File: config.mk
export PLATFORM = sky130hd
export DESIGN_NAME = i2c_line_conditioner
export DESIGN_NICKNAME = d
export VERILOG_FILES = /design/src/rtl/i2c_line_conditioner.sv
export SDC_FILE = /design/constraint.sdc
export NUM_CORES = 1
export LEC_CHECK = 0
export ABC_CLOCK_PERIOD_IN_PS = 3100
export BUFFER_PORTS_ARGS = -buffer_cell sky130_fd_sc_hd__buf_2
export CAP_MARGIN = 20
export CORE_ASPECT_RATIO = 1.4
export CORE_UTILIZATION = 30
export CTS_BUF_LIST = sky130_fd_sc_hd__clkbuf_4
export DETAILED_ROUTE_END_ITERATION = 12
export PLACE_DENSITY_LB_ADDON = 0.12
export SLEW_MARGIN = 20
export SYNTH_ARGS = -nofsm -noshare
export SYNTH_HDL_FRONTEND = slang
export SYNTH_SLANG_ARGS = --single-unit
File: constraint.sdc
create_clock -name clk -period 3.1 [get_ports clk]
set_input_delay 0.155 -clock clk [delete_from_list [all_inputs] [get_ports clk]]
set_output_delay 0.155 -clock clk [all_outputs]
set_load 0.02 [all_outputs]
File: src/rtl/i2c_line_conditioner.sv
// Pad-side I2C line conditioner: sync, deglitch, open-drain drive, bus events.
// Optional SCL low timeout (scl_timeout port) when I2C_LINE_COND_SCL_TIMEOUT_EN is defined.
module i2c_line_conditioner #(
   parameter int SYNC_STAGES        = 2,
   parameter int FILTER_LEN         = 4,
   parameter int BUS_FREE_CYCLES    = 480,
   parameter int SCL_TIMEOUT_CYCLES = 2400000
) (
   input  logic clk,
   input  logic sync_reset,
   input  logic sda_pad_in,
   input  logic scl_pad_in,
   input  logic sda_out,
   input  logic scl_out,
   output logic sda_pad_oe,
   output logic scl_pad_oe,
   output logic sda_in,
   output logic scl_in,
   output logic start_det,
   output logic stop_det,
   output logic bus_busy,
   output logic arb_lost,
   input  logic arb_clr,
   output logic stretch_active
`ifdef I2C_LINE_COND_SCL_TIMEOUT_EN
   ,
   output logic scl_timeout
`endif
);

   localparam int LAT = SYNC_STAGES + FILTER_LEN;
   localparam int FW  = $clog2(FILTER_LEN + 1);
   localparam int SW  = $clog2(LAT + 3);
   localparam int BW  = $clog2(BUS_FREE_CYCLES + 1);

   localparam logic [FW-1:0] F_MAX  = FW'(FILTER_LEN - 1);
   localparam logic [SW-1:0] S_THR  = SW'(LAT + 1);
   localparam logic [SW-1:0] S_FULL = SW'(LAT + 2);
   localparam logic [BW-1:0] B_FULL = BW'(BUS_FREE_CYCLES);
   localparam logic [BW-1:0] B_HIT  = BW'(BUS_FREE_CYCLES - 1);

   typedef enum logic {IDLE, BUSY} bus_state_t;

   logic [SYNC_STAGES-1:0] sync_q [2];
   logic [FW-1:0]          fcnt   [2];
   logic [1:0]             raw;
   logic [1:0]             filt;
   logic                   sda_q;
   logic                   scl_q;
   logic                   sda_oe_q;
   logic                   scl_oe_q;
   logic [LAT-1:0]         sda_dly;
   logic [BW-1:0]          free_cnt;
   logic [SW-1:0]          st_cnt;
   bus_state_t             state;
   bus_state_t             state_nx;
   logic                   lines_hi;
   logic                   free_hit;
   logic                   scl_rise;
   logic                   held;
   logic                   arb_set;
   logic                   to_force;

   always_ff @(posedge clk) begin
      if (sync_reset) begin
         sync_q[0] <= '1;
         sync_q[1] <= '1;
      end else begin
         sync_q[0] <= {sync_q[0][SYNC_STAGES-2:0], sda_pad_in};
         sync_q[1] <= {sync_q[1][SYNC_STAGES-2:0], scl_pad_in};
      end
   end

   assign raw = {sync_q[1][SYNC_STAGES-1], sync_q[0][SYNC_STAGES-1]};

   // filtered level only moves after FILTER_LEN consecutive disagreeing samples
   always_ff @(posedge clk) begin
      if (sync_reset) begin
         filt    <= '1;
         fcnt[0] <= '0;
         fcnt[1] <= '0;
      end else begin
         for (int i = 0; i < 2; i++) begin
            if (raw[i] == filt[i]) begin
               fcnt[i] <= '0;
            end else if (fcnt[i] == F_MAX) begin
               filt[i] <= raw[i];
               fcnt[i] <= '0;
            end else begin
               fcnt[i] <= fcnt[i] + FW'(1);
            end
         end
      end
   end

   assign sda_in    = filt[0];
   assign scl_in    = filt[1];
   assign lines_hi  = sda_in & scl_in;
   assign start_det = sda_q & ~sda_in & scl_q & scl_in;
   assign stop_det  = ~sda_q & sda_in & scl_q & scl_in;
   assign scl_rise  = ~scl_q & scl_in;
   assign held      = scl_out & ~scl_in;
   assign free_hit  = lines_hi & (free_cnt >= B_HIT);
   assign arb_set   = scl_rise & bus_busy & sda_dly[LAT-1] & ~sda_in;

   always_ff @(posedge clk) begin
      if (sync_reset) begin
         sda_q    <= 1'b1;
         scl_q    <= 1'b1;
         sda_oe_q <= 1'b0;
         scl_oe_q <= 1'b0;
         sda_dly  <= '1;
         free_cnt <= '0;
         st_cnt   <= '0;
         arb_lost <= 1'b0;
         state    <= IDLE;
      end else begin
         sda_q    <= sda_in;
         scl_q    <= scl_in;
         sda_oe_q <= ~sda_out;
         scl_oe_q <= ~scl_out;
         sda_dly  <= {sda_dly[LAT-2:0], sda_out};
         state    <= state_nx;
         if (!lines_hi || start_det) begin
            free_cnt <= '0;
         end else if (free_cnt != B_FULL) begin
            free_cnt <= free_cnt + BW'(1);
         end
         if (!held) begin
            st_cnt <= '0;
         end else if (st_cnt != S_FULL) begin
            st_cnt <= st_cnt + SW'(1);
         end
         if (arb_set) begin
            arb_lost <= 1'b1;
         end else if (arb_clr) begin
            arb_lost <= 1'b0;
         end
      end
   end

   always_comb begin
      state_nx = state;
      unique case (state)
         IDLE: if (start_det) state_nx = BUSY;
         BUSY: if (!start_det && (stop_det || free_hit)) state_nx = IDLE;
      endcase
   end

`ifdef I2C_LINE_COND_SCL_TIMEOUT_EN
   localparam int TW = $clog2(SCL_TIMEOUT_CYCLES + 1);
   localparam logic [TW-1:0] T_FULL = TW'(SCL_TIMEOUT_CYCLES);
   localparam logic [TW-1:0] T_HIT  = TW'(SCL_TIMEOUT_CYCLES - 1);

   logic [TW-1:0] to_cnt;

   always_ff @(posedge clk) begin
      if (sync_reset || scl_in) begin
         to_cnt      <= '0;
         scl_timeout <= 1'b0;
      end else begin
         if (to_cnt != T_FULL) to_cnt <= to_cnt + TW'(1);
         if (to_cnt == T_HIT) scl_timeout <= 1'b1;
      end
   end

   assign to_force = scl_timeout;
`else
   logic unused_timeout;
   assign unused_timeout = ^SCL_TIMEOUT_CYCLES;
   assign to_force = 1'b0;
`endif

   assign sda_pad_oe     = sda_oe_q & ~to_force;
   assign scl_pad_oe     = scl_oe_q & ~to_force;
   assign bus_busy       = (state == BUSY) & ~to_force;
   assign stretch_active = held & (st_cnt > S_THR);

endmodule

# After elaboration in Yosys (flattened, before gate mapping)
# Memories as Yosys holds them, arrays and structs flattened.
# Cells that the tools add are included.
[op_classes]
addsub = 4
magnitude_cmp = 2
n_eq_ne = 6
n_mux = 38
n_bitwise = 32
reduce_logical = 10
[ops]
columns = ["op", "count"]
rows = [
  ["$mux 1", 29],
  ["$mux 3", 6],
  ["$and 1x1->1", 14],
  ["$not 1->1", 10],
  ["$add 9x1->9 const B", 1],
  ["$ge 9x9->1 const B", 1],
  ["$ne 9x9->1 const B", 1],
  ["$or 1x1->1", 8],
  ["$add 3x1->3 const B", 2],
  ["$eq 3x2->1 const B", 2],
  ["$add 4x1->4 const B", 1],
  ["$gt 4x3->1 const B", 1],
  ["$mux 2", 2],
  ["$ne 4x4->1 const B", 1],
  ["$reduce_and 2->1", 2],
  ["$reduce_or 2->1", 2],
  ["$eq 1x1->1", 2],
  ["$logic_not 1->1", 2],
  ["$logic_or 1x1->1", 2],
  ["$pmux 1 s2", 1],
  ["$reduce_bool 2->1", 1],
  ["$logic_and 1x1->1", 1],
]
[word_totals]
register_bits = 27
mem_bits_rw = 10
input_bits = 7
out_inout_bits = 9
wordCells = 105
n_memories = 2
[mem_list]
columns = ["name", "depth", "width", "read_ports", "rd_ports_with_merged_regs", "write_ports", "line_no", "rtl"]
rows = [
  ["fcnt", 2, 3, 2, 0, 2, "45", "logic [FW-1:0] fcnt [2];"],
  ["sync_q", 2, 2, 2, 0, 2, "44", "logic [SYNC_STAGES-1:0] sync_q [2];"],
]

# Longest topological paths before layout
[depth]
ltp_word = 8
ltp_mapped = 5
mapped_depth_nobuf = 5

# Worst setup path after synthesis
# OpenSTA, ideal clock, no wires.
[synth_path]
kind = "register to output"
from = "register filt[0]"
to = "output port stop_det"
arrival_time_ns = 1.237
t_required_ns = 2.945
setup_slack_ns = 1.708
path_stages_with_launch = 4
path_buffers = 1
cell_sequence = "dfxtp_1 > buf_2 > nand2_1 > nor3b_1"
[synth_via]
elab_chain_cells = 3
[synth_rtl]
columns = ["element", "line_no", "rtl"]
rows = [
  ["start: declaration", "47", "logic [1:0] filt;"],
  ["start signal: indexed assignment", "87", "filt[i] <= raw[i];"],
  ["$and 1x1->1 (3 in a row)", "100", "assign stop_det = ~sda_q & sda_in & scl_q & scl_in;"],
  ["end: declaration", "20", "output logic stop_det,"],
]
# Every way passes these cells.

# Worst setup path in the final report
[layout_path]
from = "register filt[1]"
to = "output port stop_det"
[layout_via]
elab_chain_cells = 1
[layout_rtl]
columns = ["element", "line_no"]
rows = [
  ["$and 1x1->1", "100"],
]
# Every way passes these cells.

==> reports/results.tsv <==
stage	metric	value	unit
timing	final_hold_viol_count	0	
floorplanning	start_util	31.3	%
floorplanning	rows	30	
detailed_routing	ant_nets	0	
synthesis	netlist_top_cells_count	dfxtp_1 (31), nor2_1 (15), or2_2 (12), nand2_1 (11), inv_1 (10)	
flow_run	cap_violations	0	
power_and_ir_drop	leakage	0.725	nW
hold_path	hold_class	in2reg	
clock_network	cts_made_buffers	5	
synthesis	synth.area.top_cells	dfxtp_1 (41%), edfxtp_1 (12%), ha_1 (6.5%), or2_2 (4.9%), nor2_1 (3.7%)	
cells_and_area	nFillCells	524	
power_and_ir_drop	share_seq_of_total_power	62.5	%
power_and_ir_drop	clkPwrFrac	30.2	%
grt	gr-total-overflow	0	
synthesis	ys_seq_elements	37	
cells_and_area	fin_nets	195	
synthesis	synth_top_area_share	40.6	%
synthesis	synth_edf_count	6	
power_and_ir_drop	switching_power	0.209	mW
detailed_routing	vias	1115	
synthesis	syn_inst	154	
synthesis	yosysMostFrequentCell	dfxtp_1	
power_and_ir_drop	combPwrFrac	7.3	%
clock_network	h-tree-depth	2	
synthesis	syn_area	0.00153	sq mm
grt	grt_pass1_vias	1048	
synthesis	yosys_warnings	0	
floorplanning	die_y	86.5	um
power_and_ir_drop	p_total	0.826	mW
timing	slew_violations	0	
setup_path	cp-end-kind	output pin	
timing	grt_setup_unrepaired	no	
clock_network	cts-root-buf	clkbuf_4	
setup_path	crit_slowest_cell	dfxtp_1	
grt	grt_max_degree	23	
setup_path	crit_arrival	1460	ps
grt	grtUsageTotal	11.3	%
power_and_ir_drop	internal-power	0.618	mW
clock_network	cts_tree	done	
timing	period_minus_slack	1610	ps
synthesis	synthDistinctLibCells	36	
clock_network	insertion_delay	340	ps
placed_design	io_buffers	15	
grt	grt_antenna_before_repair	0	
setup_path	cpPeakStageDelay	590	ps
detailed_routing	wire_per_inst	10.7	um
placed_design	dpl_cell_area	0.00168	sq mm
timing	holdWs	66.6	ps
timing	finalSetupViolCount	0	
cells_and_area	area_growth	16.2	%
grt	grt_pass1_wl	4600	um
floorplanning	io-pin-count	16	
detailed_routing	drtPass1Iterations	4	
synthesis	synthFlopType	dfxtp_1	
detailed_routing	route.detailed.drc	0	
detailed_routing	vias_per_cell	4.55	
timing	finClkSkew	6.60	ps
clock_network	cts_sinks	37	
status	status	complete, no violations	
setup_path	crit_required	2940	ps
cells_and_area	drive_above_1_share	21.5	%
detailed_routing	drt_iter0_drc	50	
clock_network	clk_path_buf_depth	2	
timing	setup_tns	0	ps
power_and_ir_drop	vdd_drop_max	0.189	mV
floorplanning	dieArea	0.00539	sq mm
synthesis	synth.largest_area_cell	dfxtp_1	
synthesis	syn_avg_cell_area	9.93	sq um
timing	final_min_period_over_clock_period	52.0	%
placed_design	hpwl	1930	um
cells_and_area	antenna_cells	0	
placed_design	gp_congestion	0.702	
setup_path	cp_max_fo	12	
setup_path	crit_type	reg2out	
floorplanning	coreArea	0.00488	sq mm
clock_network	cts_resized	0	
clock_network	clk_transition_reported_paths	110	ps
power_and_ir_drop	switching_share	25.2	%
timing	clock.fmax	620	MHz
power_and_ir_drop	powerDensity	465	mW/mm^2
setup_path	worstPathCellList	nand2_1 > nor3b_1 > buf_2	
detailed_routing	wl	2610	um
synthesis	yosysSeqAreaShare	52.4	%
floorplanning	die_w	62.3	um
setup_path	startpoint_type	register	
cells_and_area	design_area	0.00178	sq mm
synthesis	async_flop_share	0	%
## power by group through the flow
stage | Combinational (mW) | Clock [mW] | Sequential, mW
after floorplan | 0.0406 | 0 | 0.527
after global placement | 0.0548 | 0 | 0.526
after detailed placement | 0.0574 | 0 | 0.528
after CTS | 0.0614 | 0.266 | 0.517
after global routing | 0.0684 | 0.281 | 0.519
final | 0.0601 | 0.250 | 0.516
## worst max-delay path: cells and delay by family (launching register included)
| kind | cells | cell delay (ps) |
|---|---|---|
| flip-flops | 1 | 590 |
| buffers and inverters | 1 | 190 |
| AND/OR/NAND/NOR | 2 | 330 |
## per-stage QoR
step	std cells	setup slack, ps	util, %
floorplan	159	1710	-
global placement	233	1680	34.5
detailed placement	233	1640	34.5
CTS	245	1460	36.4
global route	245	1330	36.4
finish	245	1490	36.4
## layout by cell type, fill, tap and decap left out, types with 5 or more instances in the layout
master,synthesis,layout
nand2_1,11,11
edfxtp_1,6,6
conb_1,1,6
a21oi_1,8,8
ha_1,8,8
inv_1,10,10
clkbuf_4,0,5
or2_2,12,12
buf_2,2,15
nor2_1,15,15
nand3_1,5,5
dfxtp_1,31,31
## sequential cells by signal, indices dropped and copies added (netlist names), 2 cells and up
| register | count |
|---|---|
| fcnt | 6 |
| filt | 2 |
| free_cnt | 9 |
| sda_dly | 6 |
| st_cnt | 4 |
| sync_q | 4 |
## area by class of cell
cell class / instances / area (sq um) / area share (%)
flip-flops and latches: 37 / 801 / 45.1
multi-input cells: 107 / 688 / 38.7
clock inverters: 3 / 17.5 / 0.986
repair buffers: 19 / 115 / 6.48
well taps: 64 / 80.1 / 4.51
clock buffers: 5 / 37.5 / 2.11
inverters: 10 / 37.5 / 2.11
## logic make-up after synthesis
logic type | synth area share (%)
xor gates and xnor gates | 3.44
DFF | 52.4
muxes | 1.96
AOI/OAI and AO/OA | 8.10
buffers and inverters | 3.85
adders and majority gates | 6.55
and+or+nand+nor | 23.5
other | 0.245
## what timing repair did
item                      CTS  global route
hold buffers                4             0
setup buffers               0             0
hold endpoints to repair    5             0
## final timing paths
| path | slack, ps | endpoint | depth (start not counted) | from |
|---|---|---|---|---|
| worst min-delay path | 70 | arb_lost$_SDFFE_PP0P_ | 3 | arb_clr |
| worst max-delay path | 1490 | stop_det | 3 | filt[1]$_SDFFE_PP1P_ |
| worst max register to register | 1620 | free_cnt[8]$_SDFFE_PP0P_ | 4 | free_cnt[1]$_SDFFE_PP0P_ |
| worst min register to register | 420 | sda_dly[5]$_SDFF_PP1_ | 1 | sda_dly[4]$_SDFF_PP1_ |
## per-layer routing
layer	global-route usage, %	vias to the layer above	routed length [um]
met5	0	-	0
met4	8.03	0	56
met3	3.68	5	92
met2	19.7	17	1320
met1	11.4	527	1150
li1	-	566	-
Power figures use the tool's default switching activity.
